--- config.mk ---
export PLATFORM = sky130hd
export DESIGN_NAME = seq_divider_flat
export DESIGN_NICKNAME = d
export VERILOG_FILES = /design/src/rtl/seq_divider_if.sv /design/src/rtl/seq_divider.sv /design/src/flat_wrapper.sv
export SDC_FILE = /design/constraint.sdc
export NUM_CORES = 1
export LEC_CHECK = 0
export CORE_MARGIN = 1.5
export CORE_UTILIZATION = 58
export DETAILED_ROUTE_END_ITERATION = 10
export HOLD_SLACK_MARGIN = 0.02
export PLACE_DENSITY = 0.95
export SLEW_MARGIN = 10
export SYNTH_ARGS = -nofsm -noshare
export SYNTH_HDL_FRONTEND = slang
export SYNTH_SLANG_ARGS = --single-unit
--- constraint.sdc ---
create_clock -name clk -period 6.74 [get_ports clk]
set_input_delay 1.011 -clock clk [delete_from_list [all_inputs] [get_ports clk]]
set_output_delay 1.011 -clock clk [all_outputs]
set_load 0.1 [all_outputs]
--- src/rtl/seq_divider_if.sv ---
// seq_divider_if: start/done handshake and operand/result bundle
// for the sequential restoring divider.
interface seq_divider_if #(
  parameter int WIDTH = 8
);
  logic             start;
  logic [WIDTH-1:0] dividend;
  logic [WIDTH-1:0] divisor;
  logic [WIDTH-1:0] quotient;
  logic [WIDTH-1:0] remainder;
  logic             busy;
  logic             done;
  logic             div_by_zero;

  modport master (
    output start, dividend, divisor,
    input  quotient, remainder, busy,
    input  done, div_by_zero
  );

  modport slave (
    input  start, dividend, divisor,
    output quotient, remainder, busy,
    output done, div_by_zero
  );
endinterface

--- src/rtl/seq_divider.sv ---
// seq_divider: unsigned restoring divider, one quotient bit
// per clock, with start/done handshake.
module seq_divider #(
  parameter  int WIDTH = 8,
  localparam int CNT_W = $clog2(WIDTH + 1)
) (
  input logic        clk,
  input logic        rst,
  seq_divider_if.slave bus
);
  typedef enum logic [1:0] {
    S_IDLE,
    S_LOAD,
    S_SHIFT,
    S_DONE
  } state_e;

  state_e state_q, state_d;

  logic [WIDTH:0]   a_q, a_d;
  logic [WIDTH-1:0] q_q, q_d;
  logic [WIDTH-1:0] m_q, m_d;
  logic [CNT_W-1:0] cnt_q, cnt_d;
  logic [WIDTH-1:0] quo_q, quo_d;
  logic [WIDTH-1:0] rem_q, rem_d;
  logic             dbz_q, dbz_d;

  logic [WIDTH:0]   a_sh;
  logic [WIDTH:0]   t;
  logic [WIDTH:0]   a_nx;
  logic [WIDTH-1:0] q_sh;
  logic             last;

  // one restoring step: shift, trial subtract, restore on borrow
  always_comb begin
    a_sh = {a_q[WIDTH-1:0], q_q[WIDTH-1]};
    t    = a_sh - {1'b0, m_q};
    a_nx = t[WIDTH] ? a_sh : t;
    q_sh = {q_q[WIDTH-2:0], ~t[WIDTH]};
    last = (cnt_q == CNT_W'(WIDTH - 1));
  end

  // state register
  always_ff @(posedge clk) begin
    if (rst) state_q <= S_IDLE;
    else     state_q <= state_d;
  end

  // next-state logic
  always_comb begin
    state_d = state_q;
    unique case (state_q)
      S_IDLE:  if (bus.start) state_d = S_LOAD;
      S_LOAD:  state_d = (bus.divisor == '0) ? S_DONE : S_SHIFT;
      S_SHIFT: if (last) state_d = S_DONE;
      S_DONE:  if (!bus.start) state_d = S_IDLE;
      default: state_d = S_IDLE;
    endcase
  end

  // decoded handshake outputs
  always_comb begin
    bus.busy = 1'b0;
    bus.done = 1'b0;
    unique case (1'b1)
      (state_q == S_LOAD),
      (state_q == S_SHIFT): bus.busy = 1'b1;
      (state_q == S_DONE):  bus.done = 1'b1;
      default: ;
    endcase
  end

  // datapath next values; results only move on load or last step
  always_comb begin
    a_d   = a_q;
    q_d   = q_q;
    m_d   = m_q;
    cnt_d = cnt_q;
    quo_d = quo_q;
    rem_d = rem_q;
    dbz_d = dbz_q;
    unique case (state_q)
      S_LOAD: begin
        a_d   = '0;
        q_d   = bus.dividend;
        m_d   = bus.divisor;
        cnt_d = '0;
        if (bus.divisor == '0) begin
          quo_d = '1;
          rem_d = bus.dividend;
          dbz_d = 1'b1;
        end else begin
          dbz_d = 1'b0;
        end
      end
      S_SHIFT: begin
        a_d   = a_nx;
        q_d   = q_sh;
        cnt_d = cnt_q + CNT_W'(1);
        if (last) begin
          quo_d = q_sh;
          rem_d = a_nx[WIDTH-1:0];
        end
      end
      default: ;
    endcase
  end

  // datapath registers
  always_ff @(posedge clk) begin
    if (rst) begin
      a_q   <= '0;
      q_q   <= '0;
      m_q   <= '0;
      cnt_q <= '0;
      quo_q <= '0;
      rem_q <= '0;
      dbz_q <= 1'b0;
    end else begin
      a_q   <= a_d;
      q_q   <= q_d;
      m_q   <= m_d;
      cnt_q <= cnt_d;
      quo_q <= quo_d;
      rem_q <= rem_d;
      dbz_q <= dbz_d;
    end
  end

  assign bus.quotient    = quo_q;
  assign bus.remainder   = rem_q;
  assign bus.div_by_zero = dbz_q;
endmodule

--- src/flat_wrapper.sv ---
// flat-port wrapper written by rule: the top's interface ports become plain ports
module seq_divider_flat 
#(
  parameter  int WIDTH = 8,
  localparam int CNT_W = $clog2(WIDTH + 1)
)
  (clk, rst, bus_start, bus_dividend, bus_divisor, bus_quotient, bus_remainder, bus_busy, bus_done, bus_div_by_zero);
  seq_divider_if #(.WIDTH(WIDTH)) bus_i ();
  input logic clk;
  input logic rst;
  input wire logic [$bits(bus_i.start)-1:0] bus_start;
  input wire logic [$bits(bus_i.dividend)-1:0] bus_dividend;
  input wire logic [$bits(bus_i.divisor)-1:0] bus_divisor;
  output wire logic [$bits(bus_i.quotient)-1:0] bus_quotient;
  output wire logic [$bits(bus_i.remainder)-1:0] bus_remainder;
  output wire logic [$bits(bus_i.busy)-1:0] bus_busy;
  output wire logic [$bits(bus_i.done)-1:0] bus_done;
  output wire logic [$bits(bus_i.div_by_zero)-1:0] bus_div_by_zero;
  assign bus_i.start = bus_start;
  assign bus_i.dividend = bus_dividend;
  assign bus_i.divisor = bus_divisor;
  assign bus_quotient = bus_i.quotient;
  assign bus_remainder = bus_i.remainder;
  assign bus_busy = bus_i.busy;
  assign bus_done = bus_i.done;
  assign bus_div_by_zero = bus_i.div_by_zero;
  seq_divider #(.WIDTH(WIDTH)) u_core (.clk(clk), .rst(rst), .bus(bus_i));
endmodule
* Yosys cells after proc, flatten, opt, wreduce, memory -nomap -nowiden
Index checks and enable logic that the tools add are counted.
** Cells by class
- Mux-type cells :: 18
- Shift operators :: 0
- Divide/modulo/power cells :: 0
- Reductions and logical operators :: 6
- Magnitude comparators :: 0
- Bitwise gates (word level) :: 1
- Add/sub/neg operators :: 2
- Equal/unequal tests :: 8
- $mul :: 0
** Operators by type and width (number)
- 8-bit one-hot mux with 2 select lines :: 4
- 8-bit 2-to-1 mux :: 5
- 9-bit by 8-bit subtractor with 9-bit output :: 1
- 8-bit zero test :: 1
- 2-bit one-hot mux with 4 select lines :: 1
- 4-bit one-hot mux with 2 select lines :: 1
- 2-bit 2-to-1 mux :: 3
- 2-bit inequality test, second input constant :: 3
- 3-bit AND reduction :: 2
- 4-bit by 1-bit adder with 4-bit output, second input constant :: 1
- 2-bit equality test, second input constant :: 2
- 4-bit by 3-bit equality test with 1-bit output, second input constant :: 1
- 1-bit 2-to-1 mux :: 4
- 2-bit by 1-bit equality test with 1-bit output, second input constant :: 1
- 2-bit zero test :: 1
- 2-bit by 1-bit inequality test with 1-bit output, second input constant :: 1
- 2-bit nonzero test :: 1
- 2-bit OR reduction :: 1
- 1-bit inverter :: 1
** Storage, ports and cells
- RAM bits :: 0
- Latch bits :: 0
- Logic and storage cells :: 43
- Memories :: 0
- Flip-flop bits (word level) :: 47
- Bits in read-only memories :: 0
- Input bits :: 19
- Output and inout port bits :: 19

* Longest topological paths before layout
- Depth in word-level cells :: 4
- Gate-level depth with buffers :: 11
- Gate-level depth less buffers :: 10

* Worst setup path after synthesis
OpenSTA, ideal clock, no wires.
- Kind :: input to register
- Start :: in bus_divisor[1]
- End :: reg u_core.rem_q[2], in the netlist u_core.bus.remainder[2]
- Library setup time :: 127 ps
- Cell stages on the path :: 6
- Arrival time :: 2292 ps
- Slack :: 4321 ps
- Buffers on the path :: 1
- Data required time :: 6613 ps
- Cell sequence :: nor4_1 -> nand3_1 -> a21oi_2 -> buf_2 -> a211oi_1 -> or3_1
** Between the ends
- Cells in the longest elaborated chain, start to end :: 3
** RTL lines
- from (decl) :: line flat_wrapper.sv:13 : input wire logic [$bits(bus_i.divisor)-1:0] bus_divisor;
- 8-bit zero test :: line seq_divider.sv:88 : if (bus.divisor == '0) begin
- 2-bit inequality test (no line)
- 3-bit AND reduction (no line)
- to (signal assigned) :: line seq_divider.sv:125 : rem_q <= rem_d;
- to (decl) :: line seq_divider.sv:25 : logic [WIDTH-1:0] rem_q, rem_d;
No other way between the ends.
A chain may end at the register's enable or synchronous reset.

* Final worst setup path
- Start :: reg u_core.state_q[1]
- End :: out bus_busy
** Between the ends
- Cells in the longest elaborated chain, start to end :: 3
** RTL lines
- from (decl) :: line seq_divider.sv:18 : state_e state_q, state_d;
- from (signal assigned) :: line seq_divider.sv:46 : else state_q <= state_d;
- 2-bit equality test or 2-bit by 1-bit equality test with 1-bit output (tied branches) :: line seq_divider.sv:67, seq_divider.sv:66
- 2-bit OR reduction (*) :: line seq_divider.sv:65 : unique case (1'b1)
- 1-bit 2-to-1 mux (*) :: line seq_divider.sv:65
- to (decl) :: line flat_wrapper.sv:16 : output wire logic [$bits(bus_i.busy)-1:0] bus_busy;
Mark *: on every way between the ends. The rest lies on a longest branch, timed or not.

==> flow_summary.json <==
{
  "syn_nets": 344,
  "post_synth.cell_area_avg_um2": 8.29,
  "yosysSeqAreaShare": 0.366,
  "overall_routing_resource_usage": 0.262,
  "worstHoldPathType": "register to register",
  "grt_start_max_net_pins": 45,
  "synth.lib_cells_used.distinct": 50,
  "detail_route.wirelength_um": 6050,
  "setup_viol": 0,
  "cts_tree": "yes",
  "first_pass_grt_wire_length_um": 10300,
  "layout-area-overhead-vs-synth_pct": 18.9,
  "netlist.area_leader.share": 0.366,
  "r2r_cells": 8,
  "floorplan.die_area_mm2": 0.00484,
  "timing_worst_slew_pin_value_ns": 0.974,
  "endpoint": "bus_busy",
  "drive_above_1_share": 0.0560,
  "clock-sinks": 47,
  "leakage_uw": 0.00113,
  "htree_num_levels": 2,
  "insertion_delay_ns": 0.31,
  "setup.worst_path.start_class": "register",
  "irDropWorstVdd_uv": 279,
  "vias": 2387,
  "finalClockSkew_ns": 0.0117,
  "gate_power_share": 0.620,
  "critPathArrivalTime_ns": 2.94,
  "dp.final_hpwl_um": 4300,
  "synth-seq-cells": 47,
  "power_density_normalized_to_cell_area_mw_per_mm2": 528,
  "final_min_period_over_clock_period": 0.586,
  "layout.cells.non_filler": 391,
  "fp.coreArea_mm2": 0.00429,
  "avgRoutedWirePerCell_um": 15.5,
  "vias_in_the_first_global_route": 2336,
  "switching_share_of_power": 0.525,
  "postCtsSetupRepairBufs": 0,
  "cts_hold_buffers": 0,
  "cap_violations": 0,
  "netlist_area_mm2": 0.00257,
  "detailedRoute.firstPassIterationCount": 4,
  "fill_cell_count": 326,
  "achievable_frequency_ghz": 0.253,
  "post_synth_edffs": 0,
  "die_extent_in_x_um": 69.6,
  "numCtsBuffers": 5,
  "rr_startpoint": "u_core.state_q[1]",
  "buffer_type_at_the_clock_tree_root": "sky130_fd_sc_hd__clkbuf_8",
  "vias_per_cell": 6.10,
  "placementRows": 24,
  "most_area_consuming_cells_after_synthesis": "sky130_fd_sc_hd__dfxtp_1 37%, sky130_fd_sc_hd__ha_1 6.8%, sky130_fd_sc_hd__mux2i_1 5.5%, sky130_fd_sc_hd__nand2_1 4.8%, sky130_fd_sc_hd__nor2_1 4.7%",
  "synth_ff_type": "sky130_fd_sc_hd__dfxtp_1",
  "fin_crit_ns": 3.95,
  "placedCellCount": 383,
  "ant_nets": 0,
  "required_time_at_the_endpoint_of_the_critical_path_ns": 5.73,
  "critPathCaptureType": "primary output",
  "run_status": "finished, final reports clean",
  "cp_max_fo": 27,
  "internal_power_uw": 766,
  "grt_overflow": 0,
  "gp_routability_congestion": 0.850,
  "timing.final.max_slew_violations": 0,
  "setup_repair_after_global_routing_missed_its_margin": "false",
  "postSynth.asyncResetShare": 0,
  "detail_route.iter0.violations": 323,
  "cts-root-to-sink-buffers": 2,
  "setup_total_negative_slack_ns": 0,
  "yosys-top-cells-count": "47 x sky130_fd_sc_hd__dfxtp_1, 33 x sky130_fd_sc_hd__nand2_1, 32 x sky130_fd_sc_hd__nor2_1",
  "postCtsResizedCells": 0,
  "timing_worst_setup_path_type": "register to primary output",
  "rrSetupSlack_ns": 3.56,
  "critPathLaunch": "u_core.state_q[1]",
  "yosys.area.top_type": "sky130_fd_sc_hd__dfxtp_1",
  "port-buffer-count": 37,
  "start_util": 0.598,
  "maxSlewHeadroom": 0.349,
  "antenna_diodes": 0,
  "sequentialPowerShare": 0.246,
  "antenna_found_initial": 0,
  "cts.reportedPaths.clkPinSlew_ns": 0.09,
  "r2r-end": "u_core.bus.remainder[6]",
  "finalNetCount": 372,
  "drcViolationCount": 0,
  "hold_viol": 0,
  "ys_warn_count": 0,
  "netSwitchingPower_uw": 846,
  "p_clk_frac": 0.134,
  "top_level_ports": 38,
  "netlist_instances": 310,
  "floorplan.die.height_um": 69.6,
  "synthMostInstantiatedCell": "sky130_fd_sc_hd__dfxtp_1"
}
[per-stage QoR]
step	instance area [µm²]	power [µW]	hold slack, ns	setup WS [ns]	util
after global placement	2940	1360	0.436	3.16	0.684
final	3050	1610	0.452	2.79	0.711
after detailed placement	2940	1380	0.444	3.04	0.684
after CTS	3050	1600	0.455	2.84	0.711
after global routing	3050	1700	0.472	2.71	0.711
after floorplan	2570	1210	0.460	4.32	-
[placed cells by master, fill, tap and decap left out, types with 2 or more instances in the layout]
master	count
sky130_fd_sc_hd__dfxtp_1	47
sky130_fd_sc_hd__clkdlybuf4s50_1	37
sky130_fd_sc_hd__nand2_1	33
sky130_fd_sc_hd__nor2_1	32
sky130_fd_sc_hd__o21ai_0	23
sky130_fd_sc_hd__a21oi_1	22
sky130_fd_sc_hd__inv_1	14
sky130_fd_sc_hd__mux2i_1	14
sky130_fd_sc_hd__ha_1	14
sky130_fd_sc_hd__nand3_1	8
sky130_fd_sc_hd__a211oi_1	8
sky130_fd_sc_hd__nand2b_1	6
sky130_fd_sc_hd__clkbuf_8	6
sky130_fd_sc_hd__a21o_1	5
sky130_fd_sc_hd__nor4_1	5
sky130_fd_sc_hd__or3_1	5
sky130_fd_sc_hd__a311oi_1	5
sky130_fd_sc_hd__nor2b_1	5
sky130_fd_sc_hd__xor2_1	4
sky130_fd_sc_hd__a31oi_1	4
sky130_fd_sc_hd__o2111ai_1	4
sky130_fd_sc_hd__nor3_1	3
sky130_fd_sc_hd__nor3_2	2
sky130_fd_sc_hd__a22o_1	2
sky130_fd_sc_hd__nor3b_1	2
sky130_fd_sc_hd__o21bai_1	2
sky130_fd_sc_hd__o21ai_1	2
sky130_fd_sc_hd__buf_4	2
[critical path, stage by stage, from the launching register on]
cell	delay (ns)
sky130_fd_sc_hd__dfxtp_1	0.42
sky130_fd_sc_hd__inv_1	0.12
sky130_fd_sc_hd__ha_1	0.81
sky130_fd_sc_hd__clkdlybuf4s50_1	1.27
[layout make-up]
class,count,area [µm²],area share
repair buffers,39,385,0.126
flip-flops and latches,47,941,0.308
multi-input cells,231,1490,0.489
inverters,14,52.6,0.0172
well taps,52,65.1,0.0213
clock inverters,2,35.0,0.0115
clock buffers,6,82.6,0.0270
[cell families (layout without fill, tap and decap cells)]
family          count (synthesis)  count (layout)  synth area share
simple gates                  107             107             0.200
compound gates                 89              89             0.227
flops                          47              47             0.366
buf+inv                        32              61            0.0531
fa+ha+maj                      15              15            0.0760
mux                            15              15            0.0604
xor+xnor                        5               5            0.0170
[power by group through the flow]
stage                     sequential (µW)  combinational, µW  clock (µW)
final                                 396                999         217
after global routing                  404               1070         227
after CTS                             394                991         217
after detailed placement              400                984           0
after global placement                398                957           0
after floorplan                       623                583           0
[sequential cells by signal, summed over array words and instances (netlist names)]
name / flops
u_core.bus.remainder: 8
u_core.bus.div_by_zero: 1
u_core.state_q: 2
u_core.m_q: 8
u_core.cnt_q: 4
u_core.bus.quotient: 8
u_core.a_q: 8
u_core.q_q: 8
[per-layer routing]
metal	vias up	wire length, µm	global-route usage
li1	1164	-	-
met1	1112	2530	0.312
met2	97	2990	0.453
met3	14	412	0.0581
met4	0	122	0.113
met5	-	0	0
[worst min-delay path by stage]
stage / start / endpoint / slack, ns / cells after the start
after global placement: u_core.bus.quotient[5] / u_core.bus.quotient[5] / 0.44 / 2
after CTS: u_core.bus.quotient[5] / u_core.bus.quotient[5] / 0.46 / 2
final: u_core.bus.quotient[1] / u_core.bus.quotient[1] / 0.45 / 2
after global routing: u_core.bus.quotient[7] / u_core.bus.quotient[7] / 0.47 / 2
after detailed placement: u_core.bus.quotient[1] / u_core.bus.quotient[1] / 0.44 / 2
after floorplan: u_core.m_q[1] / u_core.m_q[1] / 0.46 / 2
No activity file was read; power rests on OpenSTA's default activity.
